===== src/rtl/alu_pkg.sv =====
// Shared types and constants for the sequential ALU.
// Contents: opcode and FSM enums, the flag bundle and the active-low 7-segment table.
package alu_pkg;

   // Opcodes; values 10..15 are illegal and yield a zero result
   typedef enum logic [3:0] {
      OP_ADD = 4'd0,
      OP_SUB = 4'd1,
      OP_AND = 4'd2,
      OP_OR  = 4'd3,
      OP_XOR = 4'd4,
      OP_SHL = 4'd5,
      OP_SHR = 4'd6,
      OP_MUL = 4'd7,
      OP_DIV = 4'd8,
      OP_MOD = 4'd9
   } op_t;

   typedef enum logic [1:0] {
      ST_IDLE   = 2'd0,
      ST_EXEC   = 2'd1,
      ST_DIVIDE = 2'd2,
      ST_DONE   = 2'd3
   } state_t;

   typedef struct packed {
      logic z;
      logic n;
      logic v;
      logic c;
   } flags_t;

   localparam flags_t FLAGS_RST = '{z: 1'b1, n: 1'b0, v: 1'b0, c: 1'b0};

   // Active-low segment codes {g,f,e,d,c,b,a}, indexed by hex digit (entry 15 listed first)
   localparam logic [15:0][6:0] SEG_TABLE = {
      7'h0E, 7'h06, 7'h21, 7'h46, 7'h03, 7'h08, 7'h10, 7'h00,
      7'h78, 7'h02, 7'h12, 7'h19, 7'h30, 7'h24, 7'h79, 7'h40
   };

endpackage


===== src/rtl/hex_to_7seg.sv =====
// Combinational hex digit to active-low 7-segment decoder.
// Ports: hex_i  - 4-bit digit
//        seg_o  - {g,f,e,d,c,b,a}, low = segment lit
module hex_to_7seg
   import alu_pkg::*;
(
   input  logic [3:0] hex_i,
   output logic [6:0] seg_o
);

   assign seg_o = SEG_TABLE[hex_i];

endmodule


===== src/rtl/seq_alu.sv =====
// Multi-cycle W-bit ALU behind valid/ready handshakes. Single-cycle ops finish one
// cycle after accept; DIV/MOD use a restoring divider taking W+1 cycles.
// Ports: clk, rst (async active-high)
//        in_valid/in_ready, op, num1, num2  - request side
//        out_valid/out_ready, result, Z, N, V, C, seg - registered response side
module seq_alu
   import alu_pkg::*;
#(
   parameter int unsigned W = 8
) (
   input  logic         clk,
   input  logic         rst,
   input  logic         in_valid,
   output logic         in_ready,
   input  logic [3:0]   op,
   input  logic [W-1:0] num1,
   input  logic [W-1:0] num2,
   output logic         out_valid,
   input  logic         out_ready,
   output logic [W-1:0] result,
   output logic         Z,
   output logic         N,
   output logic         V,
   output logic         C,
   output logic [6:0]   seg
);

   localparam int unsigned CW = $clog2(W + 1);
   localparam int unsigned W2 = 2 * W;

   state_t       state_q, state_d;
   logic [3:0]   op_q, op_d;
   logic [W-1:0] a_q, a_d;        // operand A, reused as quotient during divide
   logic [W-1:0] b_q, b_d;
   logic [W-1:0] rem_q, rem_d;
   logic [CW-1:0] cnt_q, cnt_d;
   logic [W-1:0] result_q, result_d;
   flags_t       flags_q, flags_d;
   logic [6:0]   seg_q, seg_d;
   logic         out_valid_q, out_valid_d;

   logic         accept;
   logic         is_div_op;

   // Handshake: ready only depends on state and consumer readiness
   assign in_ready  = (state_q == ST_IDLE) | ((state_q == ST_DONE) & out_ready);
   assign accept    = in_valid & in_ready;
   assign is_div_op = (op == OP_DIV) | (op == OP_MOD);

   // Single-cycle datapath on latched operands
   logic [W:0]    sum_w, dif_w;
   logic [W2-1:0] shl_w, shr_w, mul_w;
   logic          shift_big;
   logic [W-1:0]  exec_res;
   flags_t        exec_flg;

   always_comb begin
      sum_w     = {1'b0, a_q} + {1'b0, b_q};
      dif_w     = {1'b0, a_q} - {1'b0, b_q};
      shl_w     = {{W{1'b0}}, a_q} << b_q;
      shr_w     = {a_q, {W{1'b0}}} >> b_q;
      mul_w     = W2'(a_q) * W2'(b_q);
      shift_big = (b_q >= W'(W));
      exec_res  = '0;
      exec_flg  = '0;
      case (op_q)
         OP_ADD: begin
            exec_res   = sum_w[W-1:0];
            exec_flg.c = sum_w[W];
            exec_flg.n = exec_res[W-1];
            exec_flg.v = (a_q[W-1] == b_q[W-1]) & (exec_res[W-1] != a_q[W-1]);
         end
         OP_SUB: begin
            exec_res   = dif_w[W-1:0];
            exec_flg.c = dif_w[W];
            exec_flg.n = exec_res[W-1];
            exec_flg.v = (a_q[W-1] != b_q[W-1]) & (exec_res[W-1] != a_q[W-1]);
         end
         OP_AND: exec_res = a_q & b_q;
         OP_OR:  exec_res = a_q | b_q;
         OP_XOR: exec_res = a_q ^ b_q;
         OP_SHL: begin
            // Over-width shifts push every bit out
            if (shift_big) begin
               exec_flg.c = |a_q;
            end else begin
               exec_res   = shl_w[W-1:0];
               exec_flg.c = |shl_w[W2-1:W];
            end
         end
         OP_SHR: begin
            if (shift_big) begin
               exec_flg.c = |a_q;
            end else begin
               exec_res   = shr_w[W2-1:W];
               exec_flg.c = |shr_w[W-1:0];
            end
         end
         OP_MUL: begin
            exec_res   = mul_w[W-1:0];
            exec_flg.c = |mul_w[W2-1:W];
         end
         default: exec_res = '0;
      endcase
      exec_flg.z = (exec_res == '0);
   end

   // Restoring divider step; a zero divisor naturally gives all-ones quotient, remainder = A
   logic [W:0]   div_sh;
   logic [W-1:0] div_sub;
   logic         div_ge;
   logic [W-1:0] div_res;
   flags_t       div_flg;

   always_comb begin
      div_sh     = {rem_q, a_q[W-1]};
      div_sub    = div_sh[W-1:0] - b_q;
      div_ge     = (div_sh >= {1'b0, b_q});
      div_flg    = '0;
      div_res    = (op_q == OP_DIV) ? a_q : rem_q;
      div_flg.z  = (div_res == '0);
      div_flg.v  = (b_q == '0);
      div_flg.c  = (op_q == OP_DIV) & (b_q != '0) & (rem_q != '0);
   end

   // Next-state and datapath control
   always_comb begin
      state_d     = state_q;
      op_d        = op_q;
      a_d         = a_q;
      b_d         = b_q;
      rem_d       = rem_q;
      cnt_d       = cnt_q;
      result_d    = result_q;
      flags_d     = flags_q;
      out_valid_d = out_valid_q;

      case (state_q)
         ST_IDLE: ;
         ST_EXEC: begin
            result_d    = exec_res;
            flags_d     = exec_flg;
            out_valid_d = 1'b1;
            state_d     = ST_DONE;
         end
         ST_DIVIDE: begin
            if (cnt_q == CW'(W)) begin
               result_d    = div_res;
               flags_d     = div_flg;
               out_valid_d = 1'b1;
               state_d     = ST_DONE;
            end else begin
               cnt_d = cnt_q + CW'(1);
               if (div_ge) begin
                  rem_d = div_sub;
                  a_d   = {a_q[W-2:0], 1'b1};
               end else begin
                  rem_d = div_sh[W-1:0];
                  a_d   = {a_q[W-2:0], 1'b0};
               end
            end
         end
         ST_DONE: begin
            if (out_ready) begin
               out_valid_d = 1'b0;
               state_d     = ST_IDLE;
            end
         end
         default: state_d = ST_IDLE;
      endcase

      // Accept overrides the IDLE/DONE transitions above
      if (accept) begin
         op_d    = op;
         a_d     = num1;
         b_d     = num2;
         rem_d   = '0;
         cnt_d   = '0;
         state_d = is_div_op ? ST_DIVIDE : ST_EXEC;
      end
   end

   // Segment code follows the next result so it loads on the same edge
   hex_to_7seg u_seg (
      .hex_i (result_d[3:0]),
      .seg_o (seg_d)
   );

   always_ff @(posedge clk or posedge rst) begin
      if (rst) begin
         state_q     <= ST_IDLE;
         op_q        <= '0;
         a_q         <= '0;
         b_q         <= '0;
         rem_q       <= '0;
         cnt_q       <= '0;
         result_q    <= '0;
         flags_q     <= FLAGS_RST;
         seg_q       <= SEG_TABLE[0];
         out_valid_q <= 1'b0;
      end else begin
         state_q     <= state_d;
         op_q        <= op_d;
         a_q         <= a_d;
         b_q         <= b_d;
         rem_q       <= rem_d;
         cnt_q       <= cnt_d;
         result_q    <= result_d;
         flags_q     <= flags_d;
         seg_q       <= seg_d;
         out_valid_q <= out_valid_d;
      end
   end

   assign out_valid = out_valid_q;
   assign result    = result_q;
   assign Z         = flags_q.z;
   assign N         = flags_q.n;
   assign V         = flags_q.v;
   assign C         = flags_q.c;
   assign seg       = seg_q;

endmodule


===== config.mk =====
export PLATFORM = sky130hd
export DESIGN_NAME = seq_alu
export DESIGN_NICKNAME = d
export VERILOG_FILES = /design/src/rtl/alu_pkg.sv /design/src/rtl/hex_to_7seg.sv /design/src/rtl/seq_alu.sv
export SDC_FILE = /design/constraint.sdc
export NUM_CORES = 1
export LEC_CHECK = 0
export CORE_UTILIZATION = 60
export CTS_BUF_LIST = sky130_fd_sc_hd__clkbuf_8
export DETAILED_ROUTE_END_ITERATION = 6
export PLACE_DENSITY = 0.91
export SLEW_MARGIN = 25
export SYNTH_ARGS = -nofsm -noshare
export SYNTH_HDL_FRONTEND = slang
export SYNTH_HIERARCHICAL = 1
export SYNTH_SLANG_ARGS = --single-unit

===== constraint.sdc =====
create_clock -name clk -period 14.8 [get_ports clk]
set_clock_uncertainty 0.2 [all_clocks]
set_input_delay 2.96 -clock clk [delete_from_list [all_inputs] [get_ports clk]]
set_output_delay 2.96 -clock clk [all_outputs]
set_load 0.02 [all_outputs]

Word-level counts from Yosys, hierarchy flattened --
Memory sizes are Yosys's and may differ from the RTL's. A register that Yosys moved wholly into a read port is not among the register bits. Index checks and enable logic that the tools add are counted.
Storage, ports and cells: register bits 47, memory bits (read-only) 112, input port bits 24, memories 1
Memories:
- (no name shown) | depth 16, width 7, read ports 1, clocked after Yosys merged registers in 1, write ports 0, line hex_to_7seg.sv:11 | assign seg_o = SEG_TABLE[hex_i];
Cells by class: add/sub/neg operators 4, multipliers 1, magnitude comparators 2, equality and inequality tests 23, shift operators 2, muxes and demuxes 31, bitwise operators 11, reductions and logical operators 19
Operators by type and width (count):
- 8-bit 2-to-1 mux | 11
- 8-bit case mux with 8 select lines | 1
- 8-bit OR reduction | 4
- 8-bit zero test | 3
- 4-bit by 3-bit equality test with 1-bit output (second input constant) | 4
- 4-bit equality test (second input constant) | 4
- 8-bit by 8-bit multiplier with 16-bit output | 1
- 4-bit 2-to-1 mux | 4
- 8-bit case mux with 2 select lines | 1
- 8-bit nonzero test | 2
- 8-bit by 8-bit left shift with 16-bit output | 1
- 16-bit by 8-bit right shift with 16-bit output | 1
- 8-bit by 8-bit adder with 9-bit output | 1
- 9-bit by 8-bit >= comparator with 1-bit output | 1
- 8-bit by 8-bit subtractor with 9-bit output | 1
- 8-bit AND | 1
- 4-bit by 2-bit equality test with 1-bit output (second input constant) | 2
- 8-bit by 4-bit >= comparator with 1-bit output (second input constant) | 1
- 2-bit 2-to-1 mux | 4
- 8-bit bitwise OR | 1
- 4-bit case mux with 2 select lines | 1
- 8-bit subtractor | 1
- 8-bit bitwise XOR | 1
- 1-bit AND | 6
- other kinds (21) | 35

Longest topological paths before layout --
depth in word-level cells 6, gate-level depth with buffers 20, mapped depth without buffers 18

By module --
The synthesis kept the hierarchy.
Modules (own cells, without submodules):
- seq_alu | instances 1, cells each 832, area each 6867.8 um^2
- hex_to_7seg | instances 1, cells each 32, area each 275.3 um^2

Worst setup path before layout --
No wires, ideal clock.
path kind input-to-output, start input port out_ready, end output port in_ready, arrival time 3196 ps, data required time 11640 ps, slack 8444 ps, stages on the path 1, path buffers 0, cells stage by stage a21o_1
Between the ends: longest elaborated chain between the ends 2
RTL lines:
- start, declared | line seq_alu.sv:19 | input logic out_ready,
- 1-bit AND | line seq_alu.sv:46 | assign in_ready = (state_q == ST_IDLE) | ((state_q == ST_DONE) & out_ready);
- 1-bit bitwise OR | line seq_alu.sv:46
- end, declared | line seq_alu.sv:14 | output logic in_ready,
Every way passes these cells.

Final worst setup path --
Ends and elaborated chain as after synthesis.

==> results_dict.tcl <==
set metrics [dict create \
    wl_per_cell_um 19.7 \
    clk_pin_slew_worst_paths_ns 0.09 \
    maxClockFrequency_mhz 135 \
    seq_area_frac_synth 0.190 \
    clkSinkCount 54 \
    start_kind "input port" \
    status "complete, no violations" \
    cts_buffer_depth 2 \
    gp_congestion 1.04 \
    die_y_um 111 \
    hold_viol 0 \
    fin_ws_ns 7.41 \
    place_hpwl_um 14900 \
    htree_levels 2 \
    crit_required_ns 11.64 \
    synth_top_flop_cell "dfrtp_1" \
    synth_edf_count 0 \
    overflow 0 \
    areaGrowthSynthToFinish_pct 8.15 \
    syn_nets 1009 \
    grt_first_pass_wirelength_um 33000 \
    grt_setup_unrepaired "false" \
    wl_um 20100 \
    antenna_found_initial 0 \
    num_rows 39 \
    vias_per_cell 6.64 \
    setup_viol_count_final 0 \
    worstSkewPairLatency_ns 0.32 \
    cts_resized 0 \
    clockRootBuffer "clkbuf_8" \
    crit_path_end_kind "output pin" \
    hp-class "flip-flop to flip-flop" \
    crit_arrival_ns 4.23 \
    ioPinCount 45 \
    die-area_sq_um 12300 \
    drt_iter0_markers 903 \
    final_cells 1020 \
    postCtsSetupRepairBufs 0 \
    fin_nets 1021 \
    drc 0 \
    drive_gt1_frac 0.0536 \
    yosys-top-cells-area "dfrtp_1 18%, ha_1 14%, fa_1 11%" \
    io_buffer_count 44 \
    synth_cells 864 \
    dp.cells 1012 \
    cts_hold_buffers 0 \
    cts-buffers-inserted 5 \
    dpl_worst_slack_ns 7.41 \
    syn_area_per_cell_sq_um 8.27 \
    cap_violations 0 \
    die_w_um 111 \
    synth_cell_types 83 \
    max-slew-margin-rel 0.410 \
    antenna_left 0 \
    yosys_warnings 6 \
    route.vias.total 6773 \
    tightest_slew_ns 0.886 \
    core_area_sq_um 11500 \
    min_period_over_period 0.499 \
    synth_top_cell_area_share 0.182 \
    crit_type "input port to output pin" \
    fin_crit_ns 7.39 \
    slew_viol_final 0 \
    track_usage 0.336 \
    final.setup.tns_ns 0 \
    synth_area_leader_cell "dfrtp_1" \
    path_max_fanout 3 \
    yosys_register_bits 54 \
    initial_core_util 0.620 \
    grt_pass1_vias 6634 \
    async_flop_share 1.00 \
    drtPass1Iterations 7 \
    diodes 0 \
    syn_area_sq_um 7140 \
    tritoncts "done" \
    grt_max_degree 55 \
]
## cell usage after synthesis, types with 3 or more instances
| cell | number |
|---|---|
| o21ai_1 | 7 |
| a211oi_1 | 7 |
| a221oi_1 | 3 |
| buf_6 | 4 |
| o21ai_0 | 43 |
| nor2b_1 | 5 |
| o31ai_1 | 7 |
| o211ai_1 | 4 |
| nand2b_1 | 9 |
| dfrtp_1 | 52 |
| clkbuf_1 | 26 |
| nand4_1 | 8 |
| o32ai_1 | 3 |
| mux2i_1 | 29 |
| buf_4 | 4 |
| a22o_1 | 8 |
| nor2_1 | 86 |
| ha_1 | 82 |
| o21bai_1 | 3 |
| inv_1 | 95 |
| xnor2_1 | 11 |
| nor3_1 | 17 |
| o221ai_1 | 4 |
| a221o_1 | 4 |
| fa_1 | 39 |
| buf_2 | 11 |
| a31oi_1 | 14 |
| o22ai_1 | 9 |
| a21o_1 | 7 |
| clkinv_1 | 3 |
| nor4_1 | 10 |
| and2_1 | 6 |
| mux2_2 | 4 |
| nand2_1 | 98 |
| or3_1 | 5 |
| nor3b_1 | 4 |
| mux4_2 | 6 |
| xor2_1 | 5 |
| and3_1 | 3 |
| nand3_1 | 10 |
| a21oi_1 | 44 |
| a22oi_1 | 10 |
## layer usage
layer	vias up	wire length [um]	track usage
li1	3064	-	-
met5	-	0	0
met4	0	862	0.141
met1	3181	7910	0.452
met2	440	9090	0.542
met3	88	2270	0.0514
## critical path, cell delays in order
cell and delay (ns):
clkdlybuf4s50_1 0.50, a21o_1 0.16, clkdlybuf4s50_1 0.61
## cell families (layout without fill, tap and decap cells)
family	count (synthesis)	after routing	synth area share
compound gates	213	213	0.205
xor+xnor	16	16	0.0196
fa+ha+maj	121	121	0.253
buf+inv	146	159	0.0850
flops	54	54	0.190
mux	40	40	0.0695
simple gates	274	274	0.179
## placed cells by master, fill, tap and decap left out, drive strengths merged, types with 10 or more instances in the layout
| master | Yosys | final |
|---|---|---|
| a21oi | 44 | 44 |
| a22oi | 10 | 10 |
| a31oi | 14 | 14 |
| clkdlybuf4s50 | 0 | 44 |
| dfrtp | 52 | 52 |
| fa | 39 | 39 |
| ha | 82 | 82 |
| inv | 96 | 97 |
| mux2i | 29 | 29 |
| nand2 | 98 | 98 |
| nand3 | 10 | 10 |
| nor2 | 86 | 86 |
| nor3 | 19 | 19 |
| nor4 | 12 | 12 |
| o21ai | 50 | 50 |
| xnor2 | 11 | 11 |
## cell type report
cell class / instances / area, sq um
multi-input cells: 664 / 5200
fillers: 916 / 3790
flip-flops and latches: 54 / 1350
repair buffers: 52 / 500
inverters: 99 / 374
well taps: 143 / 179
clock buffers: 6 / 82.6
clock inverters: 2 / 38.8
## flip-flops by register name, summed over array words and instances, names as in the netlist
name,flops
V,1
C,1
b_q,8
rem_q,8
out_valid,1
Z,1
op_q,4
state_q,2
cnt_q,4
result,8
N,1
a_q,8
seg,7
## stage by stage
step,hold WS [ns],area [sq um],util
after floorplan,0.317,7140,-
after global placement,0.270,7590,0.659
after detailed placement,0.287,7600,0.660
after CTS,0.308,7720,0.670
after global routing,0.334,7720,0.671
final,0.309,7720,0.671
## worst paths after layout
kind,slack [ns],end,startpoint,cells past startpoint
max in group asynchronous,11.09,result[4],rst,2
worst max-delay path,7.41,in_ready,out_ready,3
worst min-delay path,0.31,result[5],result[5],2
worst min register to register,0.31,result[5],result[5],2
min in group asynchronous,2.88,state_q[0],rst,2
worst max register to register,8.85,C,b_q[2],16
Power is left out: the tool's default activity adds up to more than one toggle a clock period on the data nets, which glitch-free logic cannot reach.
